`src/rtl/rtp_result_pkg.sv`:
```
// Shared types for the ray-traversal result path: collector FSM states,
// the buffered result entry, and the default miss marker.
package rtp_result_pkg;

  typedef enum logic [1:0] {
    ST_IDLE  = 2'd0,
    ST_RUN   = 2'd1,
    ST_DRAIN = 2'd2,
    ST_DONE  = 2'd3
  } state_t;

  localparam logic [31:0] MISS_T_DEFAULT = 32'h7F7FFFFF;

  typedef struct packed {
    logic [31:0] ray_id;
    logic [31:0] hitT;
  } result_entry_t;

  localparam int ENTRY_W = $bits(result_entry_t);

  // Counters stick at all-ones rather than wrapping back to zero.
  function automatic logic [31:0] sat_inc(input logic [31:0] v);
    return (&v) ? v : v + 32'd1;
  endfunction

endpackage

```
`src/rtl/result_fifo.sv`:
```
// Synchronous FIFO with power-of-two depth; extra pointer bit tells full from empty.
module result_fifo #(
  parameter int DEPTH = 8,
  parameter int WIDTH = 64
) (
  input  logic             clock,
  input  logic             reset,
  input  logic             clear,
  input  logic             push,
  input  logic [WIDTH-1:0] push_data,
  input  logic             pop,
  output logic [WIDTH-1:0] pop_data,
  output logic             full,
  output logic             empty
);

  localparam int AW = $clog2(DEPTH);

  logic [WIDTH-1:0] mem [DEPTH];
  logic [AW:0]      wr_ptr;
  logic [AW:0]      rd_ptr;
  logic             do_push;
  logic             do_pop;

  assign empty    = (wr_ptr == rd_ptr);
  assign full     = (wr_ptr[AW] != rd_ptr[AW]) && (wr_ptr[AW-1:0] == rd_ptr[AW-1:0]);
  assign do_push  = push && !full;
  assign do_pop   = pop && !empty;
  assign pop_data = mem[rd_ptr[AW-1:0]];

  // NOTE: sequential state uses non-blocking assignments so every flop samples pre-edge values.
  always_ff @(posedge clock) begin
    if (reset || clear) begin
      wr_ptr <= '0;
      rd_ptr <= '0;
    end else begin
      if (do_push) wr_ptr <= wr_ptr + (AW+1)'(1);
      if (do_pop)  rd_ptr <= rd_ptr + (AW+1)'(1);
    end
  end

  // NOTE: storage is deliberately not reset; the empty flag keeps stale words from being read.
  always_ff @(posedge clock) begin
    if (do_push) mem[wr_ptr[AW-1:0]] <= push_data;
  end

endmodule

```
`src/rtl/hit_result_collector.sv`:
```
// Collects traversal-core hit results, buffers them and writes hitT into the
// result RAM at the ray's address, keeping per-run statistics.
module hit_result_collector
  import rtp_result_pkg::*;
#(
  parameter int          FIFO_DEPTH = 8,
  parameter logic [31:0] MISS_T     = MISS_T_DEFAULT
) (
  input  logic        clock,
  input  logic        reset,
  input  logic        cfg_start,
  input  logic [31:0] cfg_ray_count,
  input  logic        in_valid,
  output logic        in_ready,
  input  logic [31:0] in_ray_id,
  input  logic [31:0] in_hitT,
  input  logic        rtp_finish,
  output logic        wr_valid,
  input  logic        wr_ready,
  output logic [31:0] wr_addr,
  output logic [31:0] wr_data,
  output logic [31:0] ray_done_cnt,
  output logic [31:0] miss_cnt,
  output logic [63:0] cycle_cnt,
  output logic        done,
  output logic        err_range,
  output logic        err_count
);

  state_t        state_q;
  state_t        state_d;
  logic [31:0]   ray_count_q;
  logic          active;
  logic          start_run;
  logic          accept;
  logic          in_range;
  logic          push;
  logic          pop;
  logic          fifo_full;
  logic          fifo_empty;
  result_entry_t push_entry;
  result_entry_t head;

  assign active     = (state_q == ST_RUN) || (state_q == ST_DRAIN);
  assign start_run  = cfg_start && ((state_q == ST_IDLE) || (state_q == ST_DONE));
  assign in_ready   = active && !fifo_full && !reset;
  assign accept     = in_valid && in_ready;
  assign in_range   = (in_ray_id < ray_count_q);
  assign push       = accept && in_range;
  assign push_entry = '{ray_id: in_ray_id, hitT: in_hitT};

  // Gating with reset keeps a buffered head from completing a write during reset.
  assign wr_valid   = !fifo_empty && !reset;
  assign pop        = wr_valid && wr_ready;
  assign wr_addr    = wr_valid ? head.ray_id : '0;
  assign wr_data    = wr_valid ? head.hitT   : '0;
  assign done       = (state_q == ST_DONE);

  result_fifo #(
    .DEPTH (FIFO_DEPTH),
    .WIDTH (ENTRY_W)
  ) u_fifo (
    .clock     (clock),
    .reset     (reset),
    .clear     (start_run),
    .push      (push),
    .push_data (push_entry),
    .pop       (pop),
    .pop_data  (head),
    .full      (fifo_full),
    .empty     (fifo_empty)
  );

  // NOTE: next-state defaults to the current state first so no path infers a latch.
  always_comb begin
    state_d = state_q;
    unique case (state_q)
      ST_IDLE, ST_DONE: if (cfg_start)  state_d = ST_RUN;
      ST_RUN:           if (rtp_finish) state_d = ST_DRAIN;
      ST_DRAIN:         if (fifo_empty && !push) state_d = ST_DONE;
      default:          state_d = ST_IDLE;
    endcase
  end

  always_ff @(posedge clock) begin
    if (reset) begin
      state_q      <= ST_IDLE;
      ray_count_q  <= '0;
      ray_done_cnt <= '0;
      miss_cnt     <= '0;
      cycle_cnt    <= '0;
      err_range    <= 1'b0;
      err_count    <= 1'b0;
    end else begin
      state_q <= state_d;
      if (start_run) begin
        ray_count_q  <= cfg_ray_count;
        ray_done_cnt <= '0;
        miss_cnt     <= '0;
        cycle_cnt    <= '0;
        err_range    <= 1'b0;
        err_count    <= 1'b0;
      end else begin
        if (pop) begin
          ray_done_cnt <= sat_inc(ray_done_cnt);
          if (head.hitT == MISS_T) miss_cnt <= sat_inc(miss_cnt);
        end
        if (active)                 cycle_cnt <= cycle_cnt + 64'd1;
        if (accept && !in_range)    err_range <= 1'b1;
        // FIFO is empty on this transition, so ray_done_cnt is already final.
        if (state_q == ST_DRAIN && state_d == ST_DONE)
          err_count <= (ray_done_cnt != ray_count_q);
      end
    end
  end

endmodule

```
`config.mk`:
```
export PLATFORM = sky130hd
export DESIGN_NAME = hit_result_collector
export DESIGN_NICKNAME = d
export VERILOG_FILES = /design/src/rtl/rtp_result_pkg.sv /design/src/rtl/result_fifo.sv /design/src/rtl/hit_result_collector.sv
export SDC_FILE = /design/constraint.sdc
export NUM_CORES = 1
export LEC_CHECK = 0
export CAP_MARGIN = 20
export CORE_MARGIN = 2
export CORE_UTILIZATION = 35
export CTS_CLUSTER_SIZE = 24
export DETAILED_ROUTE_END_ITERATION = 6
export GPL_TIMING_DRIVEN = 0
export PLACE_DENSITY_LB_ADDON = 0.05
export RECOVER_POWER = 100
export SKIP_LAST_GASP = 1
export SLEW_MARGIN = 20
export SYNTH_ARGS = -nofsm -noshare
export SYNTH_HDL_FRONTEND = slang
export SYNTH_SLANG_ARGS = --single-unit
```
`constraint.sdc`:
```
create_clock -name clock -period 27.2 [get_ports clock]
set_input_delay 5.44 -clock clock [delete_from_list [all_inputs] [get_ports clock]]
set_output_delay 5.44 -clock clock [all_outputs]
set_load 0.03 [all_outputs]
```
Word level (Yosys, flattened, before mapping)

Memory sizes are Yosys's and may differ from the RTL's. A register that Yosys moved wholly into a read port is not among the register bits.
Index checks and enable logic that the tools add are counted.

$add $sub $neg: 5
Multiply operators: 0
Div/mod/pow operators: 0
Order comparisons: 1
Equal/unequal tests: 9
Shift-type cells: 0
Muxes and demuxes: 10
Bitwise operators: 2
Reduce and logical (&&, ||, !) cells: 28

Operators by type and width:

| cell                                                                    | number |
|---|---|
| 32-bit by 1-bit adder with 32-bit output, second input constant         | 2 |
| 64-bit by 1-bit adder with 64-bit output, second input constant         | 1 |
| 32-bit 2-to-1 mux                                                       | 2 |
| 32-bit AND reduction                                                    | 2 |
| 32-bit by 31-bit equality test with 1-bit output, second input constant | 1 |
| 32-bit < comparator                                                     | 1 |
| 32-bit != test                                                          | 1 |
| 1-bit logical AND                                                       | 13 |
| 4-bit by 1-bit adder with 4-bit output, second input constant           | 2 |
| 2-bit equality test, second input constant                              | 3 |
| 2-bit 2-to-1 mux                                                        | 3 |
| 3-bit 2-to-1 mux                                                        | 2 |
| 2-bit one-hot mux with 3 select lines                                   | 1 |
| 1-bit zero test                                                         | 5 |
| 4-bit equality test                                                     | 1 |
| 2-bit OR reduction                                                      | 2 |
| 3-bit equality test                                                     | 1 |
| 1-bit logical OR                                                        | 3 |
| 3-bit AND reduction                                                     | 1 |
| 2-bit by 1-bit equality test with 1-bit output, second input constant   | 1 |
| 2-bit zero test                                                         | 1 |
| 1-bit 2-to-1 mux                                                        | 2 |
| 1-bit NOT                                                               | 2 |
| 2-bit AND reduction                                                     | 1 |
| 1-bit != test                                                           | 1 |

Flip-flop bits (word level): 172
Bits in latches: 0
Memory bits (writable): 512
Bits in read-only memories: 0
Bits of input ports: 102
Output and inout bits: 197
Logic and storage cells: 65
Memories: 1

Memories:

| memory     | depth | width | rd ports | clocked after memory_dff | write ports | line              | RTL |
|---|---|---|---|---|---|---|---|
| u_fifo.mem | 8     | 64    | 1        | 1                        | 1           | result_fifo.sv:19 | `logic [WIDTH-1:0] mem [DEPTH];` |

Longest topological paths before layout

Word-level depth: 13
Depth in mapped cells: 13
Mapped depth without buffers: 10

Modules after synthesis

Synthesis repeated with hierarchy kept, for this count alone.

Cell total of the unflattened synthesis: 1904
Area, all modules: 28788.9 µm²

Modules (own cells, without submodules):

| module               | times used | cells an instance | area each (µm²) | seq. area each (µm²) |
|---|---|---|---|---|
| result_fifo          | 1          | 825               | 19966.6         | 15595.0 |
| hit_result_collector | 1          | 1079              | 8822.2          | 3283.1 |

Least setup slack after synthesis

No wires, ideal clock.

Path type: input port to flip-flop
Start point: in in_ray_id[13]
End point: mem u_fifo.mem[2][0] (enable)
Library setup time: 578 ps
Arrival: 11900 ps
Data required time: 26622 ps
Setup slack: 14722 ps
Cell stages on the path: 9
Buffers on the path: 0
Cells stage by stage: ha_1 a21o_1 a21o_1 a211oi_1 o31ai_1 o21ai_0 nand2_1 or2_2 nor3b_1

Longest elaborated chain between the ends: 5

Ends and longest elaborated chain:

| item                                   | line                       | RTL |
|---|---|---|
| start: declaration                     | hit_result_collector.sv:15 | `input logic [31:0] in_ray_id,` |
| 32-bit < comparator                    | hit_result_collector.sv:48 | `assign in_range = (in_ray_id < ray_count_q);` |
| 1-bit logical AND                      | hit_result_collector.sv:49 | `assign push = accept && in_range;` |
| 1-bit logical AND                      | result_fifo.sv:27          | `assign do_push = push && !full;` |
| 1-bit 2-to-1 mux                       | result_fifo.sv:44          | `if (do_push) mem[wr_ptr[AW-1:0]] <= push_data;` |
| 1-bit 2-to-1 mux (implied by the code) | result_fifo.sv:44          |  |
| end: declaration                       | result_fifo.sv:19          |  |

No other way between the ends.

Final worst setup path

Start point: in reset
End point: out wr_data[7]

Longest elaborated chain between the ends: 3

Ends and longest elaborated chain:

| item               | line                       | RTL |
|---|---|---|
| start: declaration | hit_result_collector.sv:10 | `input logic reset,` |
| 1-bit zero test    | hit_result_collector.sv:53 | `assign wr_valid = !fifo_empty && !reset;` |
| 1-bit logical AND  | hit_result_collector.sv:53 |  |
| 32-bit 2-to-1 mux  | hit_result_collector.sv:56 | `assign wr_data = wr_valid ? head.hitT : '0;` |
| end: declaration   | hit_result_collector.sv:21 | `output logic [31:0] wr_data,` |

No other way between the ends.

==> impl_metrics.tcl <==
set metrics [dict create \
    slew_headroom_pct -26.2 \
    synthFlopType "edfxtp_1" \
    ys_warn_count 0 \
    fillers 7278 \
    post-cts-setup-buffers 0 \
    synthDistinctLibCells 49 \
    rrSetupSlack_ns 20.33 \
    ys_seq_area_share_pct 66.7 \
    power.density_nw_per_um2 67.3 \
    vias 17600 \
    grt_util_all_layers_pct 18.9 \
    synth_top_area_share_pct 54.4 \
    fin_crit_sh_pct 51.8 \
    dpl.cell_count 3335 \
    final_nets 2495 \
    dr.pass1.iters 5 \
    clk_path_buf_depth 3 \
    portBuffers 298 \
    synth_edf_count 512 \
    overflow 0 \
    crit_type "primary input to primary output" \
    required_ns 21.76 \
    violations "max-capacitance violations, max-slew violations" \
    r2r_start "ray_count_q[13]" \
    avgSynthCellArea_um2 14.9 \
    grt_antenna_before_repair 22 \
    rows 104 \
    ff2ff_path_depth 12 \
    clk-insertion-delay-late_ns 0.63 \
    syn_inst 1904 \
    startpoint_type "primary input" \
    synthArstFlopShare_pct 0 \
    irDropWorstVdd_v 0.0000367 \
    worst_slew_pin_slew_ns 1.89 \
    hold_viol_final 0 \
    drtIter0Drc 1106 \
    slew_violations 33 \
    clk_pin_slew_ns 0.06 \
    setup_viol 0 \
    yosys-top-cells-area "edfxtp_1 54%, dfxtp_1 12%, mux4_2 9.6%" \
    die_h_um 288 \
    grt_pass1_wl_um 116000 \
    synth.most_common_cell "edfxtp_1" \
    cap_violations 2 \
    fp.dieW_um 288 \
    synth_commonest_cells "512 x edfxtp_1, 181 x nor2_1, 175 x dfxtp_1" \
    die_area_um2 83100 \
    grt_pass1_vias 18000 \
    numCtsBuffers 77 \
    cts_num_sinks 687 \
    start_util_pct 35.2 \
    area_growth_syn_to_layout_pct 24.9 \
    p_leak_nw 11.9 \
    crit_path_end "wr_data[7]" \
    netlist_area_um2 28300 \
    tns_ns 0 \
    min_path_type "flip-flop to flip-flop" \
    drcViolationCount 0 \
    cts_hold_buffers 0 \
    ys_seq_elements 687 \
    gp_congestion 0.807 \
    wl_per_cell_um 23.0 \
    drt-total-wl_um 79800 \
    skew_ns 0.0269 \
    synth_nets 2045 \
    fin_cells 3477 \
    final_antenna_net_count 0 \
    multiInputGateArea_um2 8800 \
    worst-path-max-fanout 10 \
    critPathCaptureType "primary output" \
    fmax_mhz 71.0 \
    drive_above_1_share_pct 10.6 \
    reg2reg_to "u_fifo.mem[6][7]" \
    min_period_ns 14.09 \
    pin_count 299 \
    viasPerCell 5.05 \
    critical_path.startpoint "reset" \
    status "complete, but fails checks" \
    grt_start_max_net_pins 20 \
    cts_tree "done" \
    cts_resized 0 \
    regArea_um2 18900 \
    rsz0062_at_grt "no" \
    core-area_um2 80300 \
    place_hpwl_um 58100 \
    h-tree-depth 3 \
    arrival_ns 8.65 \
    cts_root_buffer "clkbuf_16" \
    yosys.area.top_type "edfxtp_1" \
]
[cell usage in the layout (no fill, tap or decap), drive strengths merged, types with 17 or more instances in the layout]
master / synthesis / routed
and3: 18 / 18
dlygate4sd3: 0 / 260
nor3: 29 / 29
mux4: 128 / 128
or3: 35 / 35
nor4: 17 / 17
dfxtp: 175 / 175
xor2: 97 / 97
nand2: 139 / 139
o21ai: 43 / 43
edfxtp: 512 / 512
nand4: 55 / 55
nor2: 181 / 181
nand3: 49 / 49
mux2i: 74 / 74
clkbuf: 44 / 220
a21oi: 81 / 81
xnor2: 29 / 29
clkinv: 0 / 33
inv: 50 / 51
buf: 36 / 29
ha: 39 / 39
clkdlybuf4s50: 0 / 38
[worst min-delay path by stage]
stage,startpoint,endpoint,depth (start not counted)
floorplan,u_fifo.wr_ptr[3],u_fifo.wr_ptr[3],1
detailed placement,err_range,err_range,2
global route,err_count,err_count,2
CTS,err_range,err_range,2
finish,err_range,err_range,2
global placement,err_range,err_range,2
[power breakdown]
group | internal [mW] | switching [mW]
Combinational | 0.0660 | 0.127
Clock | 0.595 | 0.428
Sequential | 1.14 | 0.0160
[area by class of cell]
class | instances | area share [%]
clock inverters | 42 | 1.20
multi-input cells | 1087 | 24.9
well taps | 1060 | 3.76
plain buffers | 80 | 1.09
clock buffers | 96 | 5.81
diodes | 4 | 0.0283
inverters | 50 | 0.531
repair buffers | 371 | 9.22
flip-flops and latches | 687 | 53.5
[critical path, stage by stage]
cell and delay [ns]:
dlygate4sd3_1 0.70, or2_2 0.20, clkbuf_1 0.60, clkbuf_1 0.71, nor2_1 0.22, dlygate4sd3_1 0.76
[logic make-up after synthesis]
group	count (synthesis)	synth area share, %
AND/OR/NAND/NOR	571	9.77
flip-flops	687	66.7
AO/OA/AOI/OAI	149	2.88
adder cells (fa/ha/maj)	39	1.73
buffers and inverters	130	2.05
multiplexers	202	12.9
XOR/XNOR	126	3.90
[metal layers]
| metal | GRT usage (%) | wire, um |
|---|---|---|
| met5 | 0 | 114 |
| met4 | 5.00 | 1830 |
| met3 | 5.58 | 5440 |
| met2 | 30.5 | 37700 |
| met1 | 25.0 | 34700 |
[stage by stage]
| step | hold slack [ns] | util [%] | cell area, um2 | total power [mW] | setup WS [ns] |
|---|---|---|---|---|---|
| floorplan | 0.455 | - | 28300 | 1.29 | 14.72 |
| global placement | 0.457 | 40.6 | 32600 | 1.38 | 7.27 |
| detailed placement | 0.465 | 41.6 | 33400 | 1.39 | 13.14 |
| CTS | 0.484 | 44.7 | 35900 | 2.41 | 13.14 |
| global route | 0.494 | 44.0 | 35300 | 2.47 | 12.96 |
| finish | 0.474 | 44.0 | 35300 | 2.38 | 13.11 |
[sequential cells by signal, summed over array words and instances (netlist names), named ones only]
signal,cells
u_fifo.mem,512
cycle_cnt,64
u_fifo.wr_ptr,4
miss_cnt,32
ray_count_q,32
u_fifo.rd_ptr,4
ray_done_cnt,32
state_q,2
err_count,1
err_range,1
Note: power is estimated with default switching activity, not from simulation.
